$ cat config.mk
export PLATFORM = sky130hd
export DESIGN_NAME = egd_bitstream_encoder
export DESIGN_NICKNAME = d
export VERILOG_FILES = /design/src/rtl/egd_bitstream_encoder.sv
export SDC_FILE = /design/constraint.sdc
export NUM_CORES = 1
export LEC_CHECK = 0
export ABC_CLOCK_PERIOD_IN_PS = 7100
export BUFFER_PORTS_ARGS = -buffer_cell sky130_fd_sc_hd__clkbuf_2
export CELL_PAD_IN_SITES_DETAIL_PLACEMENT = 1
export CELL_PAD_IN_SITES_GLOBAL_PLACEMENT = 2
export CORE_MARGIN = 4
export CORE_UTILIZATION = 40
export DETAILED_ROUTE_END_ITERATION = 8
export GPL_ROUTABILITY_DRIVEN = 0
export HOLD_SLACK_MARGIN = 0.03
export PLACE_DENSITY_LB_ADDON = 0.1
export SLEW_MARGIN = 20
export SYNTH_ARGS = -nofsm -noshare
export SYNTH_HDL_FRONTEND = slang
export SYNTH_SLANG_ARGS = --single-unit
$ cat constraint.sdc
create_clock -name clk -period 7.1 [get_ports clk]
set_input_delay 0.71 -clock clk [delete_from_list [all_inputs] [get_ports clk]]
set_output_delay 0.71 -clock clk [all_outputs]
set_load 0.005 [all_outputs]
$ cat src/rtl/egd_bitstream_encoder.sv
// Exp-Golomb (ue/se/te) encoder packing codewords MSB-first into 16-bit words.
// Flush appends the RBSP stop bit and zero-pads to the next word boundary.
module egd_bitstream_encoder #(
  parameter int OUT_W = 16,
  parameter int ACC_W = 64
) (
  input  logic        clk,
  input  logic        rst,
  input  logic        in_valid,
  output logic        in_ready,
  input  logic [15:0] code_num,
  input  logic [1:0]  exp_golomb_sel,
  input  logic        flush,
  output logic        out_valid,
  input  logic        out_ready,
  output logic [15:0] out_word,
  output logic [6:0]  fill_count,
  output logic        flush_done,
  output logic [15:0] word_count
);

  typedef enum logic {S_RUN, S_FLUSH} state_t;

  state_t             state_q, state_d;
  logic [ACC_W-1:0]   acc_q, acc_d;
  logic [6:0]         fill_q, fill_d;
  logic [15:0]        wc_q, wc_d;
  logic               flush_done_q, flush_done_d;

  logic signed [17:0] v18;
  logic signed [17:0] k18;
  logic [16:0]        k;
  logic [17:0]        kp1;
  logic [4:0]         m;
  logic [5:0]         len;
  logic [32:0]        code;

  logic               accept_sym, accept_flush, drain;
  logic [6:0]         fill_after;
  logic [ACC_W-1:0]   acc_after;

  assign in_ready   = (state_q == S_RUN) && (fill_q < 7'(OUT_W)) && !rst;
  assign out_valid  = (fill_q >= 7'(OUT_W));
  assign out_word   = acc_q[ACC_W-1 -: OUT_W];
  assign fill_count = fill_q;
  assign word_count = wc_q;
  assign flush_done = flush_done_q;

  assign accept_sym   = in_valid & in_ready;
  assign accept_flush = flush & in_ready;
  assign drain        = out_valid & out_ready;

  // Codeword: M leading zeros followed by k+1 is just k+1 in a (2M+1)-bit field.
  always_comb begin
    v18  = {{2{code_num[15]}}, code_num};
    k18  = 18'sd0;
    k    = {1'b0, code_num};
    case (exp_golomb_sel)
      2'b01: begin
        if ($signed(code_num) > 16'sd0) k18 = (v18 <<< 1) - 18'sd1;
        else                            k18 = 18'sd0 - (v18 <<< 1);
        k = k18[16:0];
      end
      default: k = {1'b0, code_num};
    endcase
    kp1 = {1'b0, k} + 18'd1;
    m = 5'd0;
    for (int i = 0; i < 18; i++) begin
      if (kp1[i]) m = 5'(i);
    end
    len  = 6'({m, 1'b0}) + 6'd1;
    code = 33'(kp1);
    if (exp_golomb_sel == 2'b10) begin
      len  = 6'd1;
      code = {32'd0, ~code_num[0]};
    end
  end

  always_comb begin
    state_d      = state_q;
    acc_d        = acc_q;
    fill_d       = fill_q;
    wc_d         = wc_q;
    flush_done_d = 1'b0;
    acc_after    = acc_q;
    fill_after   = fill_q;

    if (accept_sym) begin
      acc_after  = acc_q | (ACC_W'(code) << (7'(ACC_W) - fill_q - 7'(len)));
      fill_after = fill_q + 7'(len);
    end

    if (accept_flush) begin
      // Stop bit goes right below the symbol; rounding (f+1) up to a word is (f+16) & ~15.
      acc_after  = acc_after | (ACC_W'(1) << (7'(ACC_W - 1) - fill_after));
      fill_after = (fill_after + 7'(OUT_W)) & ~7'(OUT_W - 1);
      state_d    = S_FLUSH;
    end

    if (accept_sym || accept_flush) begin
      acc_d  = acc_after;
      fill_d = fill_after;
    end else if (drain) begin
      acc_d  = acc_q << OUT_W;
      fill_d = fill_q - 7'(OUT_W);
      wc_d   = wc_q + 16'd1;
      if (state_q == S_FLUSH && fill_q == 7'(OUT_W)) begin
        state_d      = S_RUN;
        flush_done_d = 1'b1;
      end
    end
  end

  always_ff @(posedge clk or posedge rst) begin
    if (rst) begin
      state_q      <= S_RUN;
      acc_q        <= '0;
      fill_q       <= '0;
      wc_q         <= '0;
      flush_done_q <= 1'b0;
    end else begin
      state_q      <= state_d;
      acc_q        <= acc_d;
      fill_q       <= fill_d;
      wc_q         <= wc_d;
      flush_done_q <= flush_done_d;
    end
  end

endmodule

# After elaboration in Yosys (flattened, before gate mapping)
# Cells that the tools add are included.
[word_totals]
elab_cells = 75
input_bits = 23
reg_bits = 89
[op_classes]
mux = 36
n_eq_ne = 3
order_cmp = 3
n_reduce_logical = 7
shift = 2
bitwise_logic = 8
addsub = 11
[op_table]
columns = ["cell", "count"]
rows = [
  ["two-way mux 64 bit", 4],
  ["OR 64 bit", 2],
  ["two-way mux 5 bit", 16],
  ["left shift 1 x 7 -> 64 bit, first input constant", 1],
  ["left shift 33 x 7 -> 64 bit", 1],
  ["two-way mux 17 bit", 2],
  ["two-way mux 7 bit", 4],
  ["adder 17 x 1 -> 18 bit, second input constant", 1],
  ["two-way mux 18 bit", 1],
  ["subtractor 1 x 17 -> 17 bit, first input constant", 1],
  ["subtractor 17 x 2 -> 17 bit, second input constant", 1],
  ["adder 16 x 1 -> 16 bit, second input constant", 1],
  ["greater-than comparator 16 x 1 -> 1 bit, second input constant", 1],
  ["two-way mux 1 bit", 8],
  ["adder 7 x 5 -> 7 bit, second input constant", 1],
  ["adder 7 x 6 -> 7 bit", 1],
  ["equality test 7 x 5 -> 1 bit, second input constant", 1],
  [">= comparator 7 x 5 -> 1 bit, second input constant", 1],
  ["less-than comparator 7 x 5 -> 1 bit, second input constant", 1],
  ["subtractor 6 x 7 -> 7 bit, first input constant", 1],
  ["subtractor 7 x 5 -> 7 bit, second input constant", 1],
  ["subtractor 7 x 6 -> 7 bit", 1],
  ["subtractor 7 bit, first input constant", 1],
  ["adder 6 x 1 -> 6 bit, second input constant", 1],
  ["10 further kinds", 16],
]

# Depth between registers and ports, before layout
[logic_depth]
depth_word = 30
mapped_depth = 35

# Worst setup path before layout
# No wires, ideal clock.
[synth_path]
path_type = "input to register"
startpoint = "input port code_num[0]"
endpoint = "register acc_q[38]"
setup_ns = 0.141
cell_stages = 34
arrival_time_ns = 7.276
setup_slack_ns = -0.318
cell_sequence = "clkbuf_1 inv_1 ha_1 buf_2 nor2b_1 and4_1 buf_6 nor2_1 xnor2_1 o21ai_0 ha_1 buf_2 o2111ai_1 a221oi_2 nor3b_1 xor2_1 nor2b_1 and2_1 o311ai_0 nand2_1 ha_1 ha_1 fa_1 a21o_1 a21oi_1 xnor2_1 and3_1 clkbuf_1 nand2_1 inv_1 and3_1 a2111oi_0 o221a_2 a31oi_1"
[synth_via]
elab_chain_len = 30
[synth_rtl]
columns = ["item", "line", "text"]
rows = [
  ["from (decl)", "11", "input logic [15:0] code_num,"],
  ["subtractor 1 x 17 -> 17 bit, or another cell as far along", "61", "else k18 = 18'sd0 - (v18 <<< 1);"],
  ["two-way mux 17 bit", "60", "if ($signed(code_num) > 16'sd0) k18 = (v18 <<< 1) - 18'sd1;"],
  ["two-way mux 17 bit", "58", "case (exp_golomb_sel)"],
  ["adder 17 x 1 -> 18 bit", "66", "kp1 = {1'b0, k} + 18'd1;"],
  ["two-way mux 1 bit", "69", "if (kp1[i]) m = 5'(i);"],
  ["two-way mux 5 bit (16 in a row)", "69", ""],
  ["adder 6 x 1 -> 6 bit", "71", "len = 6'({m, 1'b0}) + 6'd1;"],
  ["two-way mux 6 bit", "73", "if (exp_golomb_sel == 2'b10) begin"],
  ["subtractor 7 x 6 -> 7 bit / adder 7 x 6 -> 7 bit (equally long branches)", "89, 90", ""],
  ["left shift 33 x 7 -> 64 bit / two-way mux 7 bit (equally long branches)", "89, 88", ""],
  ["OR 64 bit / subtractor 6 x 7 -> 7 bit (equally long branches)", "89, 95", ""],
  ["two-way mux 64 bit / left shift 1 x 7 -> 64 bit (equally long branches)", "88, 95", ""],
  ["OR 64 bit", "95", "acc_after = acc_after | (ACC_W'(1) << (7'(ACC_W - 1) - fill_after));"],
  ["two-way mux 64 bit (*)", "93", "if (accept_flush) begin"],
  ["two-way mux 64 bit (*)", "100", "if (accept_sym || accept_flush) begin"],
  ["to (signal assigned)", "117", "acc_q <= '0;"],
  ["to (signal assigned)", "123", "acc_q <= acc_d;"],
  ["to (decl)", "25", "logic [ACC_W-1:0] acc_q, acc_d;"],
]
# Mark *: on every way between the ends. The rest lies on a longest branch, timed or not.
# A chain may end at the register's enable or synchronous reset.

# Final worst setup path
[layout_path]
startpoint = "input port code_num[0]"
endpoint = "register acc_q[34]"
# The elaborated chain is that of the path after synthesis.

==> results_dict.tcl <==
set metrics [dict create \
    top_level_ports 65 \
    dp_hpwl_microns 27400 \
    drv_slew 0 \
    fmax_ghz 0.151 \
    p_per_area_nw_per_um2 372 \
    dr.first_iter.drc_count 796 \
    core_sq_um 22000 \
    crit_start "code_num[0]" \
    start_kind "input pin" \
    cts_made_buffers 9 \
    dpl.cell_count 1496 \
    critPathKind "input pin to flop" \
    syn_to_final_growth_pct 13.4 \
    cts_max_level 3 \
    nNetsFinal 1273 \
    pre_cts_ws_ns -0.0668 \
    cts_tree "done" \
    wl_microns 35800 \
    power_leakage_uw 0.00437 \
    endpoint "acc_q[34]" \
    hold_violations 0 \
    synth_nets 1211 \
    r2r_end "acc_q[39]" \
    async_reset_ff_share_pct 100 \
    ys_warn_count 0 \
    clk_latency_ns 0.36 \
    final-setup-viol-count 0 \
    drc 0 \
    cp-end-kind "flop" \
    layout_commonest_cell "nand2_1" \
    regToRegSetupSlack_ns 3.27 \
    fin_setup_tns_ns 0 \
    port_buffers 64 \
    die-area_sq_um 25100 \
    ctsHoldBuffers 0 \
    yosysSeqAreaShare_pct 24.6 \
    setup_ws_ns 0.481 \
    die_w_microns 158 \
    skew_ns 0.00917 \
    ys_seq_elements 89 \
    critical_path_required_ns 7.34 \
    antenna_left 0 \
    row_count 54 \
    rsz0062_at_grt "false" \
    num_antenna_cells 0 \
    grt_usage_pct 28.7 \
    grt_max_degree 63 \
    antenna_found_initial 0 \
    grt_overflow 0 \
    clockBufferDepth 2 \
    vias 9600 \
    crit_path_max_fanout 8 \
    synth.avg_cell_area_sq_um 7.75 \
    grt_pass1_wl_microns 56300 \
    min_period_over_period_pct 93.2 \
    start_util_pct 41.1 \
    post_drt_wl_per_cell_microns 23.6 \
    drv_cap 0 \
    vias_per_cell 6.34 \
    r2r_start "fill_count[6]" \
    yosysUniqueCellTypes 105 \
    fp.dieH_microns 158 \
    layoutNonFillerInstCount 1514 \
    status "finished, final reports clean" \
    reg2reg_depth 10 \
    synth_edf_count 0 \
    syn-instance-count 1167 \
    grt_pass1_vias 9624 \
    final_cell_mix "nand2_1 (152), nor2_1 (143), dfrtp_1 (89), buf_4 (82), clkbuf_2 (64)" \
    ys.flop_type "dfrtp_1" \
    worstMarginPinSlew_ns 0.848 \
    irDropWorstVdd_mv 0.209 \
    fin_crit_ns 6.62 \
    arrival_ns 6.86 \
    slew_headroom_pct 43.5 \
    cts.reportedPaths.clkPinSlew_ns 0.07 \
    syn-cell-area_sq_um 9040 \
    cts-root-buf "clkbuf_16" \
    hp-class "input pin to asynchronous set/reset pin" \
    drive_above_1_share_pct 20.2 \
    clock-sinks 89 \
    drt_pre_antenna_iters 6 \
]
power by group:
part / internal [uW] / switching [uW] / leakage, uW
sequential: 650 / 147 / 0.00117
clock: 280 / 237 / 0.000146
combinational: 888 / 1620 / 0.00305
total: 1820 / 2000 / 0.00437
sequential cells by signal (all words and copies together) (netlist names):
name        flops
state_q         1
acc_q          64
flush_done      1
word_count     16
fill_count      7
metal layers:
metal	wire length [microns]	GRT usage [%]	vias to the layer above
met1	16300	40.8	4807
met5	0	0	-
li1	-	-	4427
met4	596	5.97	0
met2	16100	44.7	319
met3	2780	6.44	47
stage by stage:
stage	area, sq um	total power [uW]	hold slack (ns)	utilization, %
2_1_floorplan	9060	2300	0.439	-
3_3_place_gp	9890	3220	0.458	44.9
3_5_place_dp	9890	3240	0.466	44.9
4_1_cts	10200	3770	0.334	46.3
5_1_grt	10300	4050	0.350	46.5
6_report	10300	3820	0.324	46.5
synthesized netlist by cell type (all sizes together) (6+ instances only):
library cell / instances / area, sq um
a21oi: 49 / 245
and3: 24 / 151
a22oi: 11 / 87.6
inv: 29 / 109
buf: 35 / 250
a31oi: 24 / 150
dfrtp: 89 / 2230
a211oi: 19 / 153
o22ai: 18 / 113
or3: 12 / 75.1
o221a: 6 / 67.6
nand2b: 12 / 75.1
a221oi: 15 / 138
a221o: 8 / 80.1
a2111oi: 7 / 61.3
a32oi: 11 / 96.3
nand3: 36 / 190
mux2i: 39 / 394
ha: 19 / 238
xor2: 13 / 121
nor4: 10 / 90.1
o211ai: 15 / 118
o21ai: 44 / 220
o31ai: 11 / 87.6
mux4: 7 / 158
xnor2: 39 / 342
a21o: 9 / 67.6
and2: 13 / 81.3
clkbuf: 61 / 230
o21a: 7 / 52.6
mux2: 14 / 165
nor3: 38 / 205
nand2: 152 / 571
nor2b: 10 / 62.6
nor2: 147 / 554
nand4: 24 / 156
or2: 11 / 68.8
a31o: 6 / 52.6
cells by family after synthesis:
kind of cell               share of synthesized area (%)
AOI/OAI and AO/OA                                   25.1
xor gates and xnor gates                            5.12
adders and majority gates                           3.07
buffers and inverters                               6.65
DFF                                                 24.6
muxes                                               7.93
and+or+nand+nor                                     27.5
layout make-up:
class | instances | area [sq um]
flip-flops and latches | 89 | 2230
clock buffers | 9 | 225
well taps | 280 | 350
inverters | 32 | 124
repair buffers | 147 | 956
fillers | 2753 | 11800
multi-input cells | 950 | 6280
clock inverters | 7 | 85.1
timing repair:
action | 4_1_cts | 5_1_grt
gates resized for setup | 0 | 8
buffers inserted | 0 | 2
endpoints found under the setup margin | 0 | 49
worst max-delay path: stages:
cell and delay, ns:
clkbuf_2 0.09, inv_1 0.07, ha_1 0.16, nor2b_2 0.17, and4_1 0.28, nor2_4 0.07
xnor2_1 0.13, o21ai_0 0.19, ha_1 0.23, o2111ai_1 0.22, a221oi_4 0.47, nor4b_4 0.37
buf_4 0.21, xor2_2 0.24, o311ai_2 0.20, o211ai_2 0.29, nand3_2 0.12, clkinv_2 0.14
nor2_2 0.06, ha_1 0.20, or2_2 0.29, a41o_1 0.28, xor2_1 0.25, and3_1 0.24
and3_1 0.48, nand4_1 0.31, a32oi_1 0.37
worst min-delay path by stage:
stage | slack, ns | cells past startpoint | from | to
after floorplan | 0.44 | 2 | acc_q[11] | acc_q[11]
after global placement | 0.46 | 2 | acc_q[11] | acc_q[11]
after detailed placement | 0.47 | 1 | word_count[15] | word_count[15]
after CTS | 0.33 | 2 | rst | state_q
after global routing | 0.35 | 2 | rst | flush_done
final | 0.32 | 2 | rst | state_q
(Power assumes the default switching activity.)
